## config.mk

```make
export PLATFORM = sky130hd
export DESIGN_NAME = launch_ctrl_flat
export DESIGN_NICKNAME = d
export VERILOG_FILES = /design/src/rtl/launch_ctrl_if.sv /design/src/rtl/launch_ctrl.sv /design/src/flat_wrapper.sv
export SDC_FILE = /design/constraint.sdc
export NUM_CORES = 1
export LEC_CHECK = 0
export ABC_AREA = 1
export CORE_MARGIN = 2
export CORE_UTILIZATION = 50
export CTS_CLUSTER_DIAMETER = 200
export DETAILED_ROUTE_END_ITERATION = 10
export PLACE_DENSITY = 0.93
export SYNTH_ARGS = -nofsm -noshare
export SYNTH_HDL_FRONTEND = slang
export SYNTH_SLANG_ARGS = --single-unit
```

## constraint.sdc

```tcl
create_clock -name clk -period 4.23 [get_ports clk]
set_clock_uncertainty 0.15 [all_clocks]
set_input_delay 0.846 -clock clk [delete_from_list [all_inputs] [get_ports clk]]
set_output_delay 0.846 -clock clk [all_outputs]
set_load 0.005 [all_outputs]
```

## src/rtl/launch_ctrl_if.sv

```systemverilog
// launch_ctrl_if: launch request and boomed feedback between the
// firing controller (master) and the bomb block (slave).
interface launch_ctrl_if;
    logic       launch;
    logic [9:0] launchX;
    logic [9:0] launchY;
    logic       boomed;

    modport master (
        output launch,
        output launchX,
        output launchY,
        input  boomed
    );

    modport slave (
        input  launch,
        input  launchX,
        input  launchY,
        output boomed
    );
endinterface

```

## src/rtl/launch_ctrl.sv

```systemverilog
// launch_ctrl: turn-based aim/charge/fire controller for two tanks.
// Optional turn timer (time_left port) when LAUNCH_CTRL_TURN_TIMER_EN is defined.
module launch_ctrl #(
    parameter logic [7:0] KEY_LEFT       = 8'h50,
    parameter logic [7:0] KEY_RIGHT      = 8'h4F,
    parameter logic [7:0] KEY_FIRE       = 8'h2C,
    parameter int         REPEAT_FRAMES  = 8,
    parameter int         CHARGE_FRAMES  = 10,
    parameter int         FLIGHT_TIMEOUT = 600,
    parameter int         SETTLE_FRAMES  = 2
`ifdef LAUNCH_CTRL_TURN_TIMER_EN
    ,
    parameter int         TURN_FRAMES    = 1800
`endif
) (
    input  logic          clk,
    input  logic          reset,
    input  logic          frame_tick,
    input  logic [7:0]    keycode,
    input  logic [9:0]    tank0_x,
    input  logic [9:0]    tank0_y,
    input  logic [9:0]    tank1_x,
    input  logic [9:0]    tank1_y,
    launch_ctrl_if.master bomb,
    output logic [3:0]    angle,
    output logic [2:0]    power,
    output logic          turn,
    output logic          busy
`ifdef LAUNCH_CTRL_TURN_TIMER_EN
    ,
    output logic [11:0]   time_left
`endif
);
    localparam logic [2:0] S_AIM    = 3'd0;
    localparam logic [2:0] S_CHARGE = 3'd1;
    localparam logic [2:0] S_FIRE   = 3'd2;
    localparam logic [2:0] S_FLIGHT = 3'd3;
    localparam logic [2:0] S_SETTLE = 3'd4;

    localparam int RW = $clog2(REPEAT_FRAMES + 1);
    localparam int CW = $clog2(CHARGE_FRAMES + 1);
    localparam int FW = $clog2(FLIGHT_TIMEOUT + 1);
    localparam int SW = $clog2(SETTLE_FRAMES + 1);

    localparam logic [RW-1:0] REP_RLD = RW'(REPEAT_FRAMES - 1);
    localparam logic [CW-1:0] CHG_MAX = CW'(CHARGE_FRAMES);
    localparam logic [FW-1:0] FLT_MAX = FW'(FLIGHT_TIMEOUT);
    localparam logic [SW-1:0] SET_MAX = SW'(SETTLE_FRAMES);

    logic [2:0]    r_state;
    logic          r_launch;
    logic [9:0]    r_lx;
    logic [9:0]    r_ly;
    logic [3:0]    r_angle;
    logic [2:0]    r_power;
    logic          r_turn;
    logic [RW-1:0] r_rep;
    logic [CW-1:0] r_chg;
    logic [FW-1:0] r_flt;
    logic [SW-1:0] r_set;
    logic          r_armed;

    logic          w_left;
    logic          w_right;
    logic          w_fire;
    logic          w_busy;
    logic          w_expire;
    logic          w_to_fire;
    logic          w_settle_done;
    logic [CW-1:0] w_chg_inc;
    logic [FW-1:0] w_flt_inc;
    logic [SW-1:0] w_set_inc;

    assign w_left    = (keycode == KEY_LEFT);
    assign w_right   = (keycode == KEY_RIGHT);
    assign w_fire    = (keycode == KEY_FIRE);
    assign w_busy    = (r_state == S_FIRE) || (r_state == S_FLIGHT)
                    || (r_state == S_SETTLE);
    assign w_chg_inc = r_chg + CW'(1);
    assign w_flt_inc = r_flt + FW'(1);
    assign w_set_inc = r_set + SW'(1);

    // Release during charge, or timer expiry, both launch with current aim
    assign w_to_fire = w_expire
                    || (r_state == S_CHARGE && frame_tick && !w_fire);
    assign w_settle_done = (r_state == S_SETTLE) && frame_tick
                        && (w_set_inc == SET_MAX);

`ifdef LAUNCH_CTRL_TURN_TIMER_EN
    localparam logic [11:0] TL_RLD = 12'(TURN_FRAMES);

    logic [11:0] r_tl;

    assign w_expire  = frame_tick && !w_busy && (r_tl == 12'd1);
    assign time_left = r_tl;

    always_ff @(posedge clk) begin
        if (!reset)
            r_tl <= TL_RLD;
        else if (w_settle_done)
            r_tl <= TL_RLD;
        else if (frame_tick && !w_busy && r_tl != 12'd0)
            r_tl <= r_tl - 12'd1;
    end
`else
    assign w_expire = 1'b0;
`endif

    always_ff @(posedge clk) begin
        if (!reset) begin
            r_state  <= S_AIM;
            r_launch <= 1'b0;
            r_lx     <= '0;
            r_ly     <= '0;
            r_angle  <= 4'd6;
            r_power  <= 3'd0;
            r_turn   <= 1'b0;
            r_rep    <= '0;
            r_chg    <= '0;
            r_flt    <= '0;
            r_set    <= '0;
            r_armed  <= 1'b0;
        end else if (w_to_fire) begin
            r_state  <= S_FIRE;
            r_launch <= 1'b1;
            r_lx     <= r_turn ? tank1_x : tank0_x;
            r_ly     <= r_turn ? tank1_y : tank0_y;
        end else begin
            case (r_state)
                S_AIM: if (frame_tick) begin
                    if (w_fire) begin
                        r_state <= S_CHARGE;
                        r_power <= 3'd0;
                        r_chg   <= '0;
                        r_rep   <= '0;
                    end else if (w_left || w_right) begin
                        if (r_rep == '0) begin
                            r_rep <= REP_RLD;
                            if (w_left && r_angle != 4'd0)
                                r_angle <= r_angle - 4'd1;
                            if (w_right && r_angle != 4'd8)
                                r_angle <= r_angle + 4'd1;
                        end else begin
                            r_rep <= r_rep - RW'(1);
                        end
                    end else begin
                        r_rep <= '0;
                    end
                end
                S_CHARGE: if (frame_tick) begin
                    if (w_chg_inc == CHG_MAX) begin
                        r_chg <= '0;
                        if (r_power != 3'd7)
                            r_power <= r_power + 3'd1;
                    end else begin
                        r_chg <= w_chg_inc;
                    end
                end
                S_FIRE: if (frame_tick) begin
                    r_state  <= S_FLIGHT;
                    r_launch <= 1'b0;
                    r_armed  <= 1'b0;
                    r_flt    <= '0;
                end
                S_FLIGHT: begin
                    // A boomed left over from the previous shot must be ignored
                    if (!r_armed && !bomb.boomed)
                        r_armed <= 1'b1;
                    if ((r_armed && bomb.boomed)
                        || (frame_tick && w_flt_inc == FLT_MAX)) begin
                        r_state <= S_SETTLE;
                        r_set   <= '0;
                    end else if (frame_tick) begin
                        r_flt <= w_flt_inc;
                    end
                end
                S_SETTLE: if (frame_tick) begin
                    if (w_settle_done) begin
                        r_state <= S_AIM;
                        r_turn  <= !r_turn;
                        r_power <= 3'd0;
                        r_angle <= r_turn ? 4'd6 : 4'd2;
                        r_rep   <= '0;
                    end else begin
                        r_set <= w_set_inc;
                    end
                end
                default: r_state <= S_AIM;
            endcase
        end
    end

    assign bomb.launch  = r_launch;
    assign bomb.launchX = r_lx;
    assign bomb.launchY = r_ly;
    assign angle        = r_angle;
    assign power        = r_power;
    assign turn         = r_turn;
    assign busy         = w_busy;
endmodule

```

## src/flat_wrapper.sv

```systemverilog
// flat-port wrapper written by rule: the top's interface ports become plain ports
module launch_ctrl_flat 
#(
    parameter logic [7:0] KEY_LEFT       = 8'h50,
    parameter logic [7:0] KEY_RIGHT      = 8'h4F,
    parameter logic [7:0] KEY_FIRE       = 8'h2C,
    parameter int         REPEAT_FRAMES  = 8,
    parameter int         CHARGE_FRAMES  = 10,
    parameter int         FLIGHT_TIMEOUT = 600,
    parameter int         SETTLE_FRAMES  = 2

)
  (clk, reset, frame_tick, keycode, tank0_x, tank0_y, tank1_x, tank1_y, angle, power, turn, busy, bomb_launch, bomb_launchX, bomb_launchY, bomb_boomed);
  launch_ctrl_if bomb_i ();
  input  logic clk;
  input  logic reset;
  input  logic frame_tick;
  input  logic [7:0] keycode;
  input  logic [9:0] tank0_x;
  input  logic [9:0] tank0_y;
  input  logic [9:0] tank1_x;
  input  logic [9:0] tank1_y;
  output logic [3:0] angle;
  output logic [2:0] power;
  output logic turn;
  output logic busy;
  output wire logic [$bits(bomb_i.launch)-1:0] bomb_launch;
  output wire logic [$bits(bomb_i.launchX)-1:0] bomb_launchX;
  output wire logic [$bits(bomb_i.launchY)-1:0] bomb_launchY;
  input wire logic [$bits(bomb_i.boomed)-1:0] bomb_boomed;
  assign bomb_launch = bomb_i.launch;
  assign bomb_launchX = bomb_i.launchX;
  assign bomb_launchY = bomb_i.launchY;
  assign bomb_i.boomed = bomb_boomed;
  launch_ctrl #(.KEY_LEFT(KEY_LEFT), .KEY_RIGHT(KEY_RIGHT), .KEY_FIRE(KEY_FIRE), .REPEAT_FRAMES(REPEAT_FRAMES), .CHARGE_FRAMES(CHARGE_FRAMES), .FLIGHT_TIMEOUT(FLIGHT_TIMEOUT), .SETTLE_FRAMES(SETTLE_FRAMES)) u_core (.clk(clk), .reset(reset), .frame_tick(frame_tick), .keycode(keycode), .tank0_x(tank0_x), .tank0_y(tank0_y), .tank1_x(tank1_x), .tank1_y(tank1_y), .bomb(bomb_i), .angle(angle), .power(power), .turn(turn), .busy(busy));
endmodule
```

# Word level (Yosys, flattened, before mapping)
# Index checks and enable logic that the tools add are counted.
# word_totals
latchBits	0
inputBits	52
mem_bits_rw	0
mem_count	0
word_cells	149
romBits	0
ff_bits	53
output_inout_bits	30
# classes
multipliers	0
div	0
shifts	0
mux	51
n_reduce_logical	39
n_eq_ne	36
magnitude_cmp	0
bitwise_logic	3
addsub	7
# op_table
cell	count
4-bit 2-to-1 mux	18
10-bit 2-to-1 mux	5
3-bit 2-to-1 mux	12
2-bit != test (second input constant)	12
4-bit case mux with 2 select lines	3
10-bit case mux with 2 select lines	1
5-bit AND reduction	4
9-bit AND reduction	2
8-bit by 7-bit == test with 1-bit output (second input constant)	2
3-bit case mux with 5 select lines	1
7-bit AND reduction	2
3-bit by 2-bit != test with 1-bit output (second input constant)	4
2-bit nonzero test	6
10-bit by 1-bit adder with 10-bit output (second input constant)	1
10-bit == test (second input constant)	1
2-bit by 1-bit != test with 1-bit output (second input constant)	5
1-bit logical AND	9
3-bit by 1-bit != test with 1-bit output (second input constant)	3
3-bit case mux with 3 select lines	1
4-bit by 1-bit adder with 4-bit output (second input constant)	2
8-bit by 6-bit == test with 1-bit output (second input constant)	1
2-bit 2-to-1 mux	4
4-bit AND reduction	2
4-bit by 1-bit subtractor with 4-bit output (second input constant)	2
21 further kinds	33

# Logic depth before layout (Yosys ltp)
# Gate-level depths: netlist of run 1.
# logic_depth
word_depth	9
depth_mapped	15
depth_no_buf	15

# Worst setup path after synthesis of run 1
# OpenSTA, ideal clock, no wires.
# synth_path
kind	input -> register
start	input port keycode[7]
end	register u_core.r_angle[3], in the netlist u_core.angle[3]
slack_ps	1530
stages	14
n_path_buf	0
t_arrival_ps	2431
setup_time_ps	119
required_ps	3961
path_cell_list	inv_1 > nand2_1 > nor2_1 > nand2_1 > inv_1 > o21ai_0 > ha_1 > and3_1 > a211oi_1 > nand3_1 > nand2_1 > nor2_1 > o21ai_0 > a21oi_1
# synth_between
elab_chain_cells	8
elab_cells_between_ends	19
classes_between	6 x eq/ne; 6 x mux; 1 x bitwise; 6 x reduce/logical
# synth_rtl
element	line	source
start: declaration	flat_wrapper.sv:18	input logic [7:0] keycode;
8-bit by 7-bit == test with 1-bit output	launch_ctrl.sv:75	assign w_right = (keycode == KEY_RIGHT);
1-bit logical AND	launch_ctrl.sv:141	if (w_right && r_angle != 4'd8)
4-bit 2-to-1 mux	launch_ctrl.sv:141	
4-bit 2-to-1 mux	launch_ctrl.sv:137	if (r_rep == '0) begin
4-bit 2-to-1 mux	launch_ctrl.sv:136	end else if (w_left || w_right) begin
4-bit 2-to-1 mux	launch_ctrl.sv:131	if (w_fire) begin
4-bit 2-to-1 mux	launch_ctrl.sv:130	S_AIM: if (frame_tick) begin
4-bit case mux with 2 select lines	launch_ctrl.sv:129	case (r_state)
end signal: assignment	launch_ctrl.sv:140	r_angle <= r_angle - 4'd1;
end signal: assignment	launch_ctrl.sv:142	r_angle <= r_angle + 4'd1;
end signal: assignment	launch_ctrl.sv:182	r_angle <= r_turn ? 4'd6 : 4'd2;
end: declaration	launch_ctrl.sv:54	logic [3:0] r_angle;
# Parallel ways exist; a longest one is shown, timed or not. The select of a mux whose other input is x is not followed.
# A chain may end at the register's enable or synchronous reset.

# Worst setup path after layout of run 1
# layout_path
start	input port keycode[6]
end	register u_core.r_angle[3], in the netlist u_core.angle[3]
# Same word-level chain as after synthesis.

==> results of run 1 <==
## cells in the final DEF (no fill, tap or decap), types with 2 or more instances in the layout
cell type        count
nor2_1              41
clkbuf_8             5
o21a_1               4
nand2_2              3
nand3_1             18
inv_1               47
o211ai_1             2
a22oi_1              6
nor3_1               4
a21boi_0             2
dfxtp_1             53
a21oi_1             14
a31oi_1             20
o21ai_1              8
nor2_2               4
a211oi_1             2
clkdlybuf4s50_1     81
nand2_1            118
nand4_1              5
xor2_1               3
ha_1                10
inv_2                3
o21ai_0             38
o21ai_2              3
nand3_2              2
buf_4                3
## sequential cells by signal, indices dropped and copies added (netlist names), 2 cells and up
register,flops
u_core.r_flt,10
u_core.power,3
u_core.r_set,2
u_core.angle,4
u_core.r_state,3
u_core.bomb.launchY,10
u_core.r_rep,4
u_core.bomb.launchX,10
u_core.r_chg,4
## cell type report
cell class | instances | area (µm²) | area share [%]
Tap cell | 75 | 93.8 | 2.39
Sequential cell | 53 | 1060 | 27.0
Multi-Input combinational cell | 319 | 1650 | 42.0
Timing Repair Buffer | 84 | 833 | 21.2
Clock buffer | 5 | 68.8 | 1.75
Clock inverter | 2 | 35.0 | 0.891
Inverter | 50 | 188 | 4.77
## routing by layer
metal	up-vias	track usage [%]	part of all wire, %	routed length, µm
met1	1429	25.3	42	3030
met3	13	6.78	7.9	576
met4	0	7.63	1.6	114
met2	109	43.0	49	3560
li1	1593	-	-	-
met5	-	0	0	0
## through the flow
step                      instance area [µm²]  utilization (%)  instances
after floorplan                          2970                -        436
after global placement                   3830             65.8        581
after detailed placement                 3830             65.8        581
final                                    3930             67.6        588
after global routing                     3930             67.6        588
after CTS                                3930             67.6        588
## worst min-delay path: cells and delay by family (launching register included)
family	cells	cell delay, ns
flip-flops	1	0.33
AND/OR/NAND/NOR	1	0.07
AO/OA/AOI/OAI	1	0.05
## logic make-up after synthesis
family | share of synthesized area [%]
and+or+nand+nor | 29.4
AOI/OAI and AO/OA | 20.2
buffers and inverters | 8.52
DFF | 35.8
adders and majority gates | 4.89
xor gates and xnor gates | 1.18
## power by group
group	internal, mW	leakage, nW	switching (mW)
clock	0.172	0.0540	0.159
sequential	0.548	0.428	0.0455
combinational	0.170	1.24	0.175
total	0.890	1.72	0.380
## path summary, 6_finish.rpt
| path | from | endpoint | slack, ns |
|---|---|---|---|
| worst max-delay path | keycode[6] | u_core.angle[3] | 1.09 |
| worst min-delay path | u_core.r_rep[1] | u_core.r_rep[1] | 0.34 |
| worst max register to register | u_core.angle[0] | u_core.angle[3] | 1.60 |
| worst min register to register | u_core.r_rep[1] | u_core.r_rep[1] | 0.34 |
==> metrics, run 1 <==
ranking of synthesized cells by area dfxtp_1, nand2_1, o21ai_0; crit-path cells clkdlybuf4s50_1, nand2_1, nor2_1, nand2_1, inv_1, o21ai_0, ha_1, and3_1, a211oi_1, nand3_1, nand2_1, nor2_1, o21ai_0, a21oi_1; worst stage delay on the critical path 0.50 ns; syn_area_per_cell roughly 6.8 µm²; final hold violations 0; I/O pin count 82; Synth async-reset ratio 0%; Min-Delay Path Class register to register; Max Root-Sink Buffers 2; Residual DRC 0; crit path DAT 3.19 ns; Max-Cap Viols 0; largest net degree at the start of global routing 42; final setup fails 0; port bufs 81; CP Class primary input to register; DRT iter0 DRCs between 200 and 250; worst slack, placed ~0.82 ns; ANT nets after route 0; postcts setup bufs 0; Levels on crit path 14; slowest stage cell, crit path clkdlybuf4s50_1; n_diodes 0; Num CTS Buffers 5; Core Area between 0.005 and 0.006 mm²; Power, Total 1.27 mW; most common cell in the netlist nand2_1; CP delay by family, top compound AO/OA/AOI/OAI gates; nets@finish between 500 and 600; Hold Slack between 0.3 and 0.4 ns; relative slew slack between 50% and 60%; Synth top cells by count nand2_1, dfxtp_1, inv_1; FF-to-FF path depth 11; Final period util about three quarters; Detail Placement HPWL ~5600 µm; first-pass GRT wire length roughly 12,000 µm; Post-CTS Hold Buffers 0; clock slew at reported path FFs about 0.10 ns; clk root buf clkbuf_8; Worst-Margin Slew ~0.60 ns; Global Route Usage Sum a little under a quarter; post-synthesis instance area between 0.002 and 0.003 mm²; final worst slack 1.09 ns; total grt overflow 0; post-synthesis cell type with the largest combined area dfxtp_1; VDD IR max 0.244 mV; CTS H-tree lvls 2; post-DR wirelength/cell between 10 and 15 µm; result of the run completed; die height roughly 81 µm; post-synthesis cell count between 400 and 500; via count around 3,100; fillers a little under 500; RePlAce Congestion between 0.8 and 0.9; Yosys reg bits 53; P per Cell Area about 320 mW/mm²; WP buf/inv 2; CP Launch Type primary input; Lkg Pwr about 1.7 nW; Final Critical Period 3.14 ns; Skew-Pair Late Insertion Delay approximately 0.31 ns; layout cells sized above 1 about 6%; CP Capture Type register; Yosys warning count 0; post-synth cell types 38; Worst path most repeated cell nand2_1; syn nets around 500; Die Span X approximately 81 µm; row count 28; Layout area overhead 32.6%; Synth Flop Type dfxtp_1; Post-synth EDFFs 0; final slew viol count 0; RSZ-0062 raised after global routing false; TritonCTS clock tree done; initial antenna violation count 0; CP required 4.28 ns; Clock Sinks between 50 and 60; Fmax achieved ~320 MHz; Routed Wire Length 7270 µm; Die Area about 0.0066 mm²; Yosys top cell area share between 30% and 40%; crit-path max FO 4; depth of the worst hold-timing path 2; Via density 5.35; via count of the first global-routing pass 2,990; initial core utilization 51.0%; Seq/Total Area, Yosys between 30% and 40%; # resized after CTS 0; Detailed Routing Iterations Pass 1 4; setup_tns 0 ns
Power figures use the tool's default switching activity.
==> run 2: changes to the inputs <==
--- a/config.mk
+++ b/config.mk
@@ -7,10 +7,10 @@
 export LEC_CHECK = 0
 export ABC_AREA = 1
 export CORE_MARGIN = 2
-export CORE_UTILIZATION = 50
+export CORE_UTILIZATION = 48
 export CTS_CLUSTER_DIAMETER = 200
 export DETAILED_ROUTE_END_ITERATION = 10
-export PLACE_DENSITY = 0.93
+export PLACE_DENSITY = 0.9
 export SYNTH_ARGS = -nofsm -noshare
 export SYNTH_HDL_FRONTEND = slang
 export SYNTH_SLANG_ARGS = --single-unit
==> constraint.sdc (replaced) <==
create_clock -name clk -period 3.18 [get_ports clk]
set_clock_uncertainty 0.15 [all_clocks]
set_input_delay 0.636 -clock clk [delete_from_list [all_inputs] [get_ports clk]]
set_output_delay 0.636 -clock clk [all_outputs]
set_load 0.005 [all_outputs]
==> run 2 against run 1 <==
- clock power grew 33%
- non-clock buffer count is the same
- die area is 4.0% higher
==> metrics, run 2 (same netlist as run 1, synthesis figures left out) <==
final instance area 0.00393 mm² (unchanged); slowest stage cell, crit path clkdlybuf4s50_1 (unchanged); most common cell after layout, fill and taps aside nand2_1 (unchanged); relative slew slack 54.8% (was 59.9%); Via density 5.46 (was 5.35); Num CTS Buffers 5 (unchanged); CP Class primary input to register (unchanged); Cell Count Post-Placement 581 (unchanged); total grt overflow 0 (unchanged); clock slew at reported path FFs 0.09 ns (was 0.10 ns); CTS H-tree lvls 2 (unchanged); CP Launch Type primary input (unchanged); port bufs 81 (unchanged); Min-Delay Path Class register to register (unchanged); die height 82.6 µm (was 81.0 µm); via count 3,210 (was 3,144); Clock Sinks 53 (unchanged); Die Span X 82.6 µm (was 81.0 µm); Skew-Pair Late Insertion Delay 0.30 ns (was 0.31 ns); crit-path cells clkdlybuf4s50_1, inv_1, nand2_1, nor2_1, nand2_1, inv_1, o21ai_1, ha_1, and3_1, a211oi_1, nand3_1, nand2_1, nor2_1, o21ai_0, a21oi_1 (was clkdlybuf4s50_1, nand2_1, nor2_1, nand2_1, inv_1, o21ai_0, ha_1, and3_1, a211oi_1, nand3_1, nand2_1, nor2_1, o21ai_0, a21oi_1); P per Cell Area 430 mW/mm² (was 323 mW/mm²); Core Area 0.00596 mm² (was 0.00582 mm²); worst stage delay on the critical path 0.40 ns (was 0.50 ns); result of the run completed (unchanged); largest net degree at the start of global routing 41 (was 42); Routed Wire Length 7450 µm (was 7270 µm); Worst path most repeated cell nand2_1 (unchanged); DRT iter0 DRCs 194 (was 221); final setup fails 0 (unchanged); Multi-input gate area 0.00165 mm² (unchanged); Residual DRC 0 (unchanged); fin util 66.0% (was 67.6%); Max Root-Sink Buffers 2 (unchanged); Hold Slack 0.343 ns (was 0.342 ns); Seq. cell area 0.00106 mm² (unchanged); Lkg Pwr 1.72 nW (about the same); layout cells sized above 1 5.85% (unchanged); setup_tns 0 ns (unchanged); Layout area overhead 32.6% (unchanged); n_diodes 0 (unchanged); clk root buf clkbuf_8 (unchanged); Worst-Margin Slew 0.677 ns (was 0.601 ns); Fmax achieved 363 MHz; TritonCTS clock tree done (unchanged); Final Critical Period between 2 and 3 ns; initial core utilization 49.8% (was 51.0%); initial antenna violation count 0 (unchanged); Global Route Usage Sum 22.5% (was 23.2%); Final Non-Filler Cells 588 (unchanged); crit path DAT 2.80 ns (was 3.19 ns); final hold violations 0 (unchanged); I/O pin count 82 (unchanged); Die Area 0.00682 mm² (was 0.00656 mm²); nets@finish 576 (unchanged); CP required 3.23 ns (was 4.28 ns); RePlAce Congestion 0.854 (was 0.864); final slew viol count 0 (unchanged); Post-CTS Hold Buffers 0 (unchanged); Max-Cap Viols 0 (unchanged); ANT nets after route 0 (unchanged); RSZ-0062 raised after global routing false (unchanged); Detail Placement HPWL 5510 µm (was 5620 µm); row count 28 (unchanged); fillers 534 (was 494); Detailed Routing Iterations Pass 1 5 (was 4); post-DR wirelength/cell 12.7 µm (was 12.4 µm); Final period util approximately 87%; via count of the first global-routing pass 2,997 (was 2,990); placed cell areas 0.00383 mm² (unchanged); most frequent cells in the layout nand2_1, clkdlybuf4s50_1, dfxtp_1, inv_1, nor2_1 (unchanged); crit-path max FO 4 (unchanged); first-pass GRT wire length 12,300 µm (was 12,200 µm); VDD IR max 0.271 mV (was 0.244 mV); CP Capture Type register (unchanged)
## run 2: cell counts in the layout (fill, tap and decap cells not counted)
No cell type changed its count.
## run 2: worst paths after layout
kind,startpoint,endpoint,slack [ns],depth (start not counted)
max,keycode[5],u_core.angle[3],0.43,15
min,u_core.r_rep[1],u_core.r_rep[1],0.34,2
max reg2reg,u_core.angle[0],u_core.angle[3],0.77,11
min reg2reg,u_core.r_rep[1],u_core.r_rep[1],0.34,2
## run 2: power by group
group          total (mW)  switching (mW)  internal, mW
combinational       0.465           0.239         0.226
sequential          0.787          0.0588         0.728
clock               0.440           0.211         0.229
## run 2: what timing repair did
item	CTS	global route
resized for setup	0	1
setup buffers	0	0
setup endpoints to repair	0	1
## run 2: area by class of cell
| class | instances | area share (%) |
|---|---|---|
| clock buffers | 5 | 1.75 |
| inverters | 50 | 4.77 |
| multi-input cells | 319 | 42.0 |
| clock inverters | 2 | 0.891 |
| well taps | 75 | 2.39 |
| repair buffers | 84 | 21.2 |
| flip-flops and latches | 53 | 27.0 |
## run 2: worst max-delay path: cells and delay by family
family | cells | cell delay [ns]
compound gates | 4 | 0.56
fa+ha+maj | 1 | 0.36
buf+inv | 3 | 0.58
simple gates | 7 | 0.67
## run 2: metal layers
layer,GRT usage [%],part of all wire [%],vias up
met2,40.6,50,134
met3,4.89,7.5,21
met1,26.0,41,1464
met5,0,0,-
met4,8.52,1.9,0
li1,-,-,1591
## run 2: through the flow
| stage | worst slack [ns] | power [mW] |
|---|---|---|
| final | 0.425 | 1.69 |
| after global routing | 0.0997 | 1.79 |
| after CTS | 0.322 | 1.70 |
| after detailed placement | -0.00316 | 1.26 |
| after global placement | 0.148 | 1.24 |
| after floorplan | 0.690 | 1.06 |
==> run 3: changes to the inputs <==
--- a/config.mk
+++ b/config.mk
@@ -6,11 +6,12 @@
 export NUM_CORES = 1
 export LEC_CHECK = 0
 export ABC_AREA = 1
-export CORE_MARGIN = 2
+export CAP_MARGIN = 0
 export CORE_UTILIZATION = 48
 export CTS_CLUSTER_DIAMETER = 200
 export DETAILED_ROUTE_END_ITERATION = 10
 export PLACE_DENSITY = 0.9
+export SETUP_SLACK_MARGIN = 0.1
 export SYNTH_ARGS = -nofsm -noshare
 export SYNTH_HDL_FRONTEND = slang
 export SYNTH_SLANG_ARGS = --single-unit
==> run 3 against run 2 <==
- clock-buffer cell count is 1 higher
- largest cell class unchanged
- combinational power about the same
- clock power rose by 4.8%
- highest routed layer unchanged
==> metrics, run 3 (same netlist as run 1, synthesis figures left out) <==
result of the run completed (unchanged); nets@finish 577 (was 576); Worst path most repeated cell nand2_1 (unchanged); crit-path max FO 4 (unchanged); Core Area 0.00596 mm² (unchanged); die height 80.6 µm (was 82.6 µm); CP Capture Type register (unchanged); clk root buf clkbuf_8 (unchanged); n_diodes 0 (unchanged); worst r2r src u_core.angle[0] (unchanged); initial core utilization 49.8% (unchanged); Global Route Usage Sum 24.0% (was 22.5%); Seq. cell area 0.00106 mm² (unchanged); CTS H-tree lvls 2 (unchanged); I/O pin count 82 (unchanged); port bufs 81 (unchanged); post-DR wirelength/cell 12.4 µm (was 12.7 µm); Post-CTS Hold Buffers 0 (unchanged); slowest stage cell, crit path clkdlybuf4s50_1 (unchanged); ANT nets after route 0 (unchanged); FF-to-FF path depth 11 (unchanged); Routed Wire Length 7310 µm (was 7450 µm); worst reg2reg endpoint u_core.angle[3] (unchanged); RePlAce Congestion 0.903 (was 0.854); Skew-Pair Late Insertion Delay 0.31 ns (was 0.30 ns); final setup fails 0 (unchanged); CP Launch Type primary input (unchanged); final slew viol count 0 (unchanged); most frequent cells in the layout nand2_1, clkdlybuf4s50_1, dfxtp_1, inv_1, nor2_1 (unchanged); Lkg Pwr 1.73 nW (was 1.72 nW); initial antenna violation count 0 (unchanged); Layout area overhead 33.5% (was 32.6%); fin util 66.5% (was 66.0%); CP Class primary input to register (unchanged); crit path from keycode[2] (was keycode[5]); crit-path cells clkdlybuf4s50_1, nand2_1, nor2_1, nand2_1, inv_1, o21ai_0, ha_1, and3_1, a211oi_1, nand3_1, nand2_1, nor2_1, o21ai_0, a21oi_1 (was clkdlybuf4s50_1, inv_1, nand2_1, nor2_1, nand2_1, inv_1, o21ai_1, ha_1, and3_1, a211oi_1, nand3_1, nand2_1, nor2_1, o21ai_0, a21oi_1); Worst-Margin Slew 0.672 ns (was 0.677 ns); Max Root-Sink Buffers 2 (unchanged); Hold Slack 0.344 ns (was 0.343 ns); Multi-input gate area 0.00165 mm² (unchanged); layout cells sized above 1 6.02% (was 5.85%); Final Critical Period 2.83 ns (was 2.75 ns); P per Cell Area 433 mW/mm² (was 430 mW/mm²); setup_tns 0 ns (unchanged); Residual DRC 0 (unchanged); postcts setup bufs 0 (unchanged); Die Span X 80.6 µm (was 82.6 µm); # resized after CTS 0 (unchanged); via count 3,096 (was 3,210); final hold violations 0 (unchanged); Num CTS Buffers 5 (unchanged); Detailed Routing Iterations Pass 1 4 (was 5); VDD IR max 0.245 mV (was 0.271 mV); CP required 3.24 ns (was 3.23 ns); Die Area 0.00650 mm² (was 0.00682 mm²); relative slew slack 55.1% (was 54.8%); Max-Cap Viols 0 (unchanged); R2R Setup Slk 0.64 ns (was 0.77 ns); DRT iter0 DRCs 153 (was 194); total grt overflow 0 (unchanged); Fmax achieved 354 MHz (was 363 MHz); Min-Delay Path Class register to register (unchanged); largest net degree at the start of global routing 39 (was 41); fillers 524 (was 534); Via density 5.25 (was 5.46); Clock Sinks 53 (unchanged); crit path DAT 2.89 ns (was 2.80 ns); worst stage delay on the critical path 0.49 ns (was 0.40 ns); row count 28 (unchanged); RSZ-0062 raised after global routing false (unchanged); most common cell after layout, fill and taps aside nand2_1 (unchanged); first-pass GRT wire length 12,200 µm (was 12,300 µm); Final period util 88.9% (was 86.6%); TritonCTS clock tree done (unchanged); via count of the first global-routing pass 2,929 (was 2,997); clock slew at reported path FFs 0.09 ns (about the same); Critical Path End u_core.angle[3] (unchanged); Detail Placement HPWL 5350 µm (was 5510 µm)
-- run 3: metrics by stage --
step	cells	worst slack [ns]	total power, mW	cell area (µm²)
CTS	590	0.357	1.72	3960
global placement	582	0.146	1.25	3850
floorplan	436	0.690	1.06	2970
finish	590	0.354	1.72	3960
detailed placement	582	0.0229	1.26	3850
global route	590	0.211	1.82	3960
-- run 3: critical path: cells and delay by family --
family	cells	cell delay (ns)
AOI/OAI and AO/OA	4	0.63
and+or+nand+nor	7	0.66
adders and majority gates	1	0.39
buffers and inverters	2	0.57
-- run 3: area by class of cell --
class / count / area share (%)
multi-input combinational: 319 / 41.7
sequential: 53 / 26.8
timing repair buffer: 85 / 21.6
inverter: 50 / 4.74
tap: 75 / 2.37
clock buffer: 6 / 1.83
clock inverter: 2 / 0.980
-- run 3: power by group --
part	internal, mW	total (mW)	switching, mW
clock network	0.237	0.461	0.225
registers	0.729	0.788	0.0597
logic	0.230	0.466	0.236
total	1.20	1.72	0.521
-- run 3: worst min path at each step --
stage	startpoint	to	slack, ns	cells after the start
floorplan	u_core.r_set[1]	u_core.r_set[1]	0.30	2
global placement	u_core.r_set[1]	u_core.r_set[1]	0.31	2
detailed placement	u_core.r_chg[3]	u_core.r_chg[3]	0.33	2
CTS	u_core.r_chg[3]	u_core.r_chg[3]	0.34	2
global route	u_core.bomb.launch	u_core.bomb.launch	0.35	2
finish	u_core.r_chg[3]	u_core.r_chg[3]	0.34	2
-- run 3: routing by layer --
metal	global-route usage [%]	wire length (µm)	part of all wire, %	vias to the layer above
li1	-	-	-	1591
met1	26.8	3190	44	1371
met2	43.5	3470	48	119
met3	5.80	504	6.9	15
met4	8.93	133	1.8	0
met5	0	0	0	-
